## src/rtl/call_stack_pkg.sv

```systemverilog
// Shared types and modular pointer helpers for the parametrised return-address stack.
package call_stack_pkg;

  typedef enum logic [1:0] {
    STK_IDLE    = 2'b00,
    STK_POP     = 2'b01,
    STK_PUSH    = 2'b10,
    STK_REPLACE = 2'b11
  } stk_op_e;

  function automatic int ptr_inc(input int ptr, input int depth);
    return (ptr >= depth - 1) ? 0 : ptr + 1;
  endfunction

  function automatic int ptr_dec(input int ptr, input int depth);
    return (ptr == 0) ? depth - 1 : ptr - 1;
  endfunction

  // Slot holding the entry 'off' places below the top; the 2*depth bias keeps the sum non-negative.
  function automatic int ptr_sub(input int ptr, input int off, input int depth);
    return (ptr - 1 - off + 2 * depth) % depth;
  endfunction

endpackage

```

## src/rtl/stack_regfile.sv

```systemverilog
// DEPTH x WIDTH storage: one synchronous write port, combinational top and (with CALL_STACK_PEEK_EN) peek reads.
module stack_regfile #(
  parameter int WIDTH = 11,
  parameter int DEPTH = 16,
  parameter int AW    = $clog2(DEPTH)
) (
  input  logic             clk,
  input  logic             i_we,
  input  logic [AW-1:0]    i_waddr,
  input  logic [WIDTH-1:0] i_wdata,
  input  logic [AW-1:0]    i_topAddr,
  output logic [WIDTH-1:0] o_topData
`ifdef CALL_STACK_PEEK_EN
  ,
  input  logic [AW-1:0]    i_peekAddr,
  output logic [WIDTH-1:0] o_peekData
`endif
);

  logic [WIDTH-1:0] r_mem [DEPTH];

  // Contents are deliberately not reset; the top-level masks reads while the stack is empty.
  always_ff @(posedge clk) begin
    if (i_we) r_mem[i_waddr] <= i_wdata;
  end

  assign o_topData = r_mem[i_topAddr];
`ifdef CALL_STACK_PEEK_EN
  assign o_peekData = r_mem[i_peekAddr];
`endif

endmodule

```

## src/rtl/call_stack_param.sv

```systemverilog
// Parametrised return-address stack with saturate/wrap overflow, sticky flags and replace-top.
// Optional debugger peek port enabled by defining CALL_STACK_PEEK_EN.
module call_stack_param
  import call_stack_pkg::*;
#(
  parameter int WIDTH     = 11,
  parameter int DEPTH     = 16,
  parameter bit WRAP_MODE = 1'b0,
  localparam int PW = $clog2(DEPTH),
  localparam int LW = $clog2(DEPTH + 1)
) (
  input  logic             clk,
  input  logic             rst,
  input  logic             push,
  input  logic             pop,
  input  logic [WIDTH-1:0] push_data,
  input  logic             clr_flags,
  output logic [WIDTH-1:0] top,
  output logic [LW-1:0]    level,
  output logic             empty,
  output logic             full,
  output logic             ovf,
  output logic             unf
`ifdef CALL_STACK_PEEK_EN
  ,
  input  logic [PW-1:0]    peek_idx,
  output logic [WIDTH-1:0] peek_data
`endif
);

  logic [PW-1:0]    r_wrPtr;
  logic [LW-1:0]    r_level;
  logic             r_ovf;
  logic             r_unf;

  stk_op_e          w_op;
  logic             w_empty;
  logic             w_full;
  logic [PW-1:0]    w_ptrInc;
  logic [PW-1:0]    w_topAddr;
  logic [WIDTH-1:0] w_topData;
  logic [PW-1:0]    w_nextPtr;
  logic [LW-1:0]    w_nextLevel;
  logic             w_we;
  logic [PW-1:0]    w_waddr;
  logic             w_setOvf;
  logic             w_setUnf;

  assign w_op      = stk_op_e'({push, pop});
  assign w_empty   = (r_level == '0);
  assign w_full    = (r_level == LW'(DEPTH));
  assign w_ptrInc  = PW'(ptr_inc(int'(r_wrPtr), DEPTH));
  assign w_topAddr = PW'(ptr_dec(int'(r_wrPtr), DEPTH));

  // Replace on an empty stack degenerates to a plain push; it can never be full there.
  always_comb begin
    w_nextPtr   = r_wrPtr;
    w_nextLevel = r_level;
    w_we        = 1'b0;
    w_waddr     = r_wrPtr;
    w_setOvf    = 1'b0;
    w_setUnf    = 1'b0;
    unique case (w_op)
      STK_PUSH: begin
        if (!w_full) begin
          w_we        = 1'b1;
          w_nextPtr   = w_ptrInc;
          w_nextLevel = r_level + 1'b1;
        end else begin
          w_setOvf = 1'b1;
          if (WRAP_MODE) begin
            w_we      = 1'b1;
            w_nextPtr = w_ptrInc;
          end
        end
      end
      STK_POP: begin
        if (!w_empty) begin
          w_nextPtr   = w_topAddr;
          w_nextLevel = r_level - 1'b1;
        end else begin
          w_setUnf = 1'b1;
        end
      end
      STK_REPLACE: begin
        w_we = 1'b1;
        if (!w_empty) begin
          w_waddr = w_topAddr;
        end else begin
          w_nextPtr   = w_ptrInc;
          w_nextLevel = r_level + 1'b1;
        end
      end
      default: ;
    endcase
  end

  always_ff @(posedge clk) begin
    if (rst) begin
      r_wrPtr <= '0;
      r_level <= '0;
      r_ovf   <= 1'b0;
      r_unf   <= 1'b0;
    end else begin
      r_wrPtr <= w_nextPtr;
      r_level <= w_nextLevel;
      r_ovf   <= w_setOvf | (r_ovf & ~clr_flags);
      r_unf   <= w_setUnf | (r_unf & ~clr_flags);
    end
  end

`ifdef CALL_STACK_PEEK_EN
  logic [PW-1:0]    w_peekAddr;
  logic [WIDTH-1:0] w_peekData;

  assign w_peekAddr = PW'(ptr_sub(int'(r_wrPtr), int'(peek_idx), DEPTH));
  assign peek_data  = (LW'(peek_idx) >= r_level) ? '0 : w_peekData;
`endif

  stack_regfile #(
    .WIDTH(WIDTH),
    .DEPTH(DEPTH),
    .AW   (PW)
  ) u_regfile (
    .clk       (clk),
    .i_we      (w_we & ~rst),
    .i_waddr   (w_waddr),
    .i_wdata   (push_data),
    .i_topAddr (w_topAddr),
    .o_topData (w_topData)
`ifdef CALL_STACK_PEEK_EN
    ,
    .i_peekAddr(w_peekAddr),
    .o_peekData(w_peekData)
`endif
  );

  assign top   = w_empty ? '0 : w_topData;
  assign level = r_level;
  assign empty = w_empty;
  assign full  = w_full;
  assign ovf   = r_ovf;
  assign unf   = r_unf;

endmodule

```

## config.mk

```make
export PLATFORM = sky130hd
export DESIGN_NAME = call_stack_param
export DESIGN_NICKNAME = d
export VERILOG_FILES = /design/src/rtl/call_stack_pkg.sv /design/src/rtl/stack_regfile.sv /design/src/rtl/call_stack_param.sv
export SDC_FILE = /design/constraint.sdc
export NUM_CORES = 1
export LEC_CHECK = 0
export ABC_AREA = 1
export BUFFER_PORTS_ARGS = -buffer_cell sky130_fd_sc_hd__buf_4
export CORE_MARGIN = 2
export CORE_UTILIZATION = 50
export DETAILED_ROUTE_END_ITERATION = 16
export PLACE_DENSITY_LB_ADDON = 0.3
export SETUP_SLACK_MARGIN = 0.1
export SKIP_CTS_REPAIR_TIMING = 1
export SYNTH_ARGS = -nofsm -noshare
export SYNTH_HDL_FRONTEND = slang
export SYNTH_HIERARCHICAL = 1
export SYNTH_SLANG_ARGS = --single-unit
```

## constraint.sdc

```tcl
create_clock -name clk -period 2.3 [get_ports clk]
set_clock_uncertainty 0.1 [all_clocks]
set_input_delay 0.115 -clock clk [delete_from_list [all_inputs] [get_ports clk]]
set_output_delay 0.115 -clock clk [all_outputs]
set_load 0.01 [all_outputs]
```

# Yosys cells after proc, flatten, opt, wreduce, memory -nomap -nowiden
# Memory sizes are Yosys's and may differ from the RTL's.
# Cells that the tools add are included.
dict set report totals {
  ff_bits 11
  memories 1
  input_bits 16
  ramBits 176
  wordCells 49
  output_inout_bits 20
}
# name words width rd rd_clocked_by_memory_dff wr line
set mem_list {}
lappend mem_list {u_regfile.r_mem 16 11 1 0 1 stack_regfile.sv:20} ;# logic [WIDTH-1:0] r_mem [DEPTH];
dict set report classes {
  add_sub_neg 4
  eq_ne 7
  order_cmp 1
  bitwise 7
  reduce_logical 5
  n_mux 20
}
# cell count
set ops {}
lappend ops {{$mux 4} 6}
lappend ops {{$mux 5} 3}
lappend ops {{$pmux 5 s3} 1}
lappend ops {{$pmux 4 s3} 1}
lappend ops {{$mux 11} 1}
lappend ops {{$mux 1} 7}
lappend ops {{$ne 2x2->1 const B} 3}
lappend ops {{$add 5x1->5 const B} 1}
lappend ops {{$eq 5x5->1 const B} 1}
lappend ops {{$logic_not 5->1} 1}
lappend ops {{$sub 5x1->5 const B} 1}
lappend ops {{$add 4x1->4 const B} 1}
lappend ops {{$eq 2x2->1 const B} 2}
lappend ops {{$ge 4x4->1 const B} 1}
lappend ops {{$logic_not 4->1} 1}
lappend ops {{$reduce_and 4->1} 1}
lappend ops {{$sub 4x1->4 const B} 1}
lappend ops {{$and 1x1->1} 3}
lappend ops {{$reduce_and 3->1} 1}
lappend ops {{$reduce_bool 3->1} 1}
lappend ops {{$eq 2x1->1 const B} 1}
lappend ops {{$not 1->1} 2}
lappend ops {{$or 1x1->1} 2}
lappend ops {{$pmux 1 s2} 1}

# Logic depth before layout (Yosys ltp)
dict set report depth {
  depth_word 6
  ltp_mapped 15
  ltp_nobuf 14
}

# Hierarchy
# The synthesis kept the hierarchy.
# module seq_area_each_um2 area_per_inst_um2 cells_each n_inst
set by_module_without_submodules {}
lappend by_module_without_submodules {stack_regfile 5285.1 7632.3 736 1}
lappend by_module_without_submodules {call_stack_param 220.2 1073.5 183 1}

# Least setup slack after synthesis
# No wires, ideal clock.
dict set report synth_timing {
  path_kind {register to register}
  from {register r_wrPtr[0]}
  to {memory u_regfile.r_mem[7][0] (enable)}
  setup_slack_ns -0.047
  path_stages_with_launch 10
  setup_ns 0.378
  arrival_time_ns 1.869
  required_ns 1.822
  synth_period_minus_slack_ns 2.347
  n_path_buf 0
  cell_sequence {dfxtp_1 inv_1 ha_1 nand2_1 nand2_1 nand2_1 o21a_1 o21ai_0 nand3b_1 nor2_1}
}
dict set report synth_between {
  elab_chain_cells 4
  word_cells_on_any_way 5
  classes_between {1 x add/sub; 3 x mux; 1 x reduce/logical}
}
# item line
set synth_rtl {}
lappend synth_rtl {{from (decl)} call_stack_param.sv:31} ;# logic [PW-1:0] r_wrPtr;
lappend synth_rtl {{from (signal assigned)} call_stack_param.sv:105} ;# r_wrPtr <= w_nextPtr;
lappend synth_rtl {{$sub 4x1->4 or $logic_not 4->1 (tied branches)} call_stack_pkg.sv:16} ;# return (ptr == 0) ? depth - 1 : ptr - 1;
lappend synth_rtl {{$mux 4 *} call_stack_pkg.sv:16}
lappend synth_rtl {{$mux 4 *} n/a}
lappend synth_rtl {{$mux 4 *} call_stack_param.sv:63} ;# unique case (w_op)
lappend synth_rtl {{named net w_waddr[3]} call_stack_param.sv:45} ;# logic [PW-1:0] w_waddr;
lappend synth_rtl {{to (decl)} stack_regfile.sv:20}
# Mark *: on every way through the listed nets, which the timed path passes. The rest lies on a longest branch.

# Final worst setup path
dict set report layout_timing {
  from {register r_wrPtr[1]}
  to {output top[1]}
}
dict set report layout_between {
  elab_chain_cells 4
  word_cells_on_any_way 5
  classes_between {1 x add/sub; 2 x mux; 1 x reduce/logical; 1 x memory}
}
# item line
set layout_rtl {}
lappend layout_rtl {{$logic_not 4->1} call_stack_pkg.sv:16}
lappend layout_rtl {{$mux 4} call_stack_pkg.sv:16}
lappend layout_rtl {{named net w_topAddr[0]} call_stack_param.sv:40} ;# logic [PW-1:0] w_topAddr;
lappend layout_rtl {{$mem_v2 16x11} n/a}
lappend layout_rtl {{named net w_topData[1]} call_stack_param.sv:41} ;# logic [WIDTH-1:0] w_topData;
lappend layout_rtl {{$mux 11} call_stack_param.sv:138} ;# assign top = w_empty ? '0 : w_topData;
lappend layout_rtl {{to (decl)} call_stack_param.sv:18} ;# output logic [WIDTH-1:0] top,
# The timed path passes the listed nets, and every way through them passes these cells.

==> results.json <==
{
  "final_common_cell": "nand2_1",
  "drt_iter0_drc": 725,
  "fmax_ghz": 0.398,
  "cts_buffer_depth": 2,
  "initial_core_util_pct": 50.7,
  "insertedDiodeCount": 0,
  "antenna_found_initial": 0,
  "finalCriticalPeriod_ps": 2520,
  "hold_violations": 0,
  "wl_per_cell_um": 17.6,
  "drc": 0,
  "arrival_ps": 2300,
  "final_max_slew_viol_count": 0,
  "fin_crit_sh_pct": 109,
  "yosysUniqueCellTypes": 34,
  "most-common-layout-cells": "nand2_1 (274), edfxtp_1 (176), inv_1 (172)",
  "io_pins": 36,
  "cap_viol_max_count": 0,
  "grt_pass1_wl_mm": 31.0,
  "cp_max_fo": 8,
  "postSynthCellCount": 919,
  "cts_root_buffer": "clkbuf_16",
  "core_um2": 17200,
  "worstHoldPathType": "primary input to register",
  "firstDrtPassIters": 5,
  "setup_slack_ps": -215,
  "yosysTopAreaCell": "edfxtp_1",
  "violations": "negative setup slack",
  "crit_required_ps": 2090,
  "synth_area_leaders": "edfxtp_1 (61%), nand2_1 (12%), nand3_1 (8.3%), inv_1 (7.8%), dfxtp_1 (2.5%)",
  "areaGrowthSynthToFinish_pct": 26.3,
  "syn_area_per_cell_um2": 9.47,
  "power_density_nw_per_um2": 969,
  "dieArea_um2": 18500,
  "hpwl_mm": 12.8,
  "worst-setup-path-type": "register to primary output",
  "portBuffers": 35,
  "rows": 48,
  "totalWireLength_mm": 22.1,
  "finalPower_uw": 10700,
  "postRouteAntennaNets": 0,
  "relSlewSlack_pct": 77.6,
  "layout-drive-gt1-share_pct": 20.8,
  "cts_num_sinks": 187,
  "clk_latency_ps": 430,
  "critPathCaptureType": "primary output",
  "htreeDepth": 4,
  "gp_congestion": 0.851,
  "synthDominantCellAreaShare_pct": 60.7,
  "place_ws_ps": -1.77,
  "gr-total-overflow": 0,
  "leakage_uw": 0.00491,
  "grt_setup_unrepaired": "yes",
  "ys_ff_latch": 187,
  "yosys_warnings": 6,
  "peakVddDrop_v": 0.000662,
  "via_per_inst": 5.24,
  "run_status": "finished with violations",
  "worstMarginPinSlew_ps": 336,
  "grtUsageTotal_pct": 22.4,
  "die_h_um": 136,
  "fin_nets": 1038,
  "grt_pass1_vias": 5769,
  "die_w_um": 136,
  "cts_tree": "yes",
  "synthesis.nets": 939,
  "crit_path_start_kind": "register",
  "synth_area_um2": 8710,
  "dr_total_vias": 6581,
  "numCtsBuffers": 17,
  "clkTransAtPathRegs_ps": 70,
  "synth-seq-area-share_pct": 63.2,
  "fillers": 1339,
  "finalSetupViolCount": 11,
  "grt_max_degree": 72
}
==> power breakdown <==
group	switching, uW	internal (uW)	total (uW)
Sequential	49.4	3840	3890
Combinational	2270	1470	3740
Clock	1210	1810	3020
==> area by class of cell <==
cell class / count / area (um^2) / share of cell area (%)
repair buffers: 116 / 1290 / 11.8
inverters: 184 / 714 / 6.50
clock inverters: 13 / 174 / 1.58
repair inverters: 2 / 22.5 / 0.205
flip-flops and latches: 187 / 5510 / 50.1
well taps: 225 / 282 / 2.56
multi-input cells: 510 / 2570 / 23.4
clock buffers: 19 / 433 / 3.94
==> layer usage <==
metal | wire, um | global-route usage, % | vias to the layer above
li1 | - | - | 3139
met1 | 9500 | 31.4 | 3135
met2 | 10700 | 35.3 | 279
met3 | 1610 | 4.96 | 28
met4 | 288 | 6.54 | 0
met5 | 0 | 0 | -
==> through the flow <==
stage / hold slack, ps / util (%) / setup TNS, ps / cell area (um^2) / instances
global route: 145 / 64.0 / -3840 / 11000 / 1256
finish: 102 / 64.0 / -1900 / 11000 / 1256
detailed placement: 236 / 55.6 / -6.71 / 9550 / 1191
global placement: 229 / 55.6 / 0 / 9550 / 1191
floorplan: 84.1 / - / -5140 / 8710 / 919
CTS: -225 / 59.2 / -3880 / 10200 / 1223
==> critical path, stage by stage, from the launching register on <==
cell     delay [ps]
dfxtp_2         330
inv_2            50
ha_4            170
a31oi_4         240
inv_8           120
inv_8           110
buf_12          120
nand2_1          60
nand3_1          90
nand3_1         130
nand3_1         120
nand2_2          70
nand2_1          70
inv_1            40
buf_4           130
==> synth_stat cells, drive strengths merged <==
cell type    n
a21oi        9
a31oi        1
buf         33
clkbuf       5
dfxtp       11
edfxtp     176
ha           4
inv        184
nand2      292
nand3      145
nand3b       2
nand4        3
nor2        33
nor3         1
o211ai       2
o21a         1
o21ai       11
o22ai        2
or2          1
xnor2        1
xor2         2
==> cell families (layout without fill, tap and decap cells) <==
family | after synthesis | after routing | share of synthesized area [%]
AO/OA/AOI/OAI | 26 | 26 | 1.62
XOR/XNOR | 3 | 3 | 0.302
adder cells (fa/ha/maj) | 4 | 4 | 0.575
buffers and inverters | 222 | 334 | 10.5
flip-flops | 187 | 187 | 63.2
AND/OR/NAND/NOR | 477 | 477 | 23.8
==> sequential cells by signal, indices dropped and copies added, names as in the netlist <==
register         cells
r_wrPtr              4
ovf                  1
unf                  1
u_regfile/r_mem    176
level                5
==> worst paths after layout <==
check	from	end	slack, ps	cells past startpoint
max	r_wrPtr[1]	top[1]	-220	14
min	push	r_wrPtr[2]	100	6
max reg2reg	r_wrPtr[1]	u_regfile/r_mem[9][0]	100	8
min reg2reg	unf	unf	380	2
(Power assumes the default switching activity.)
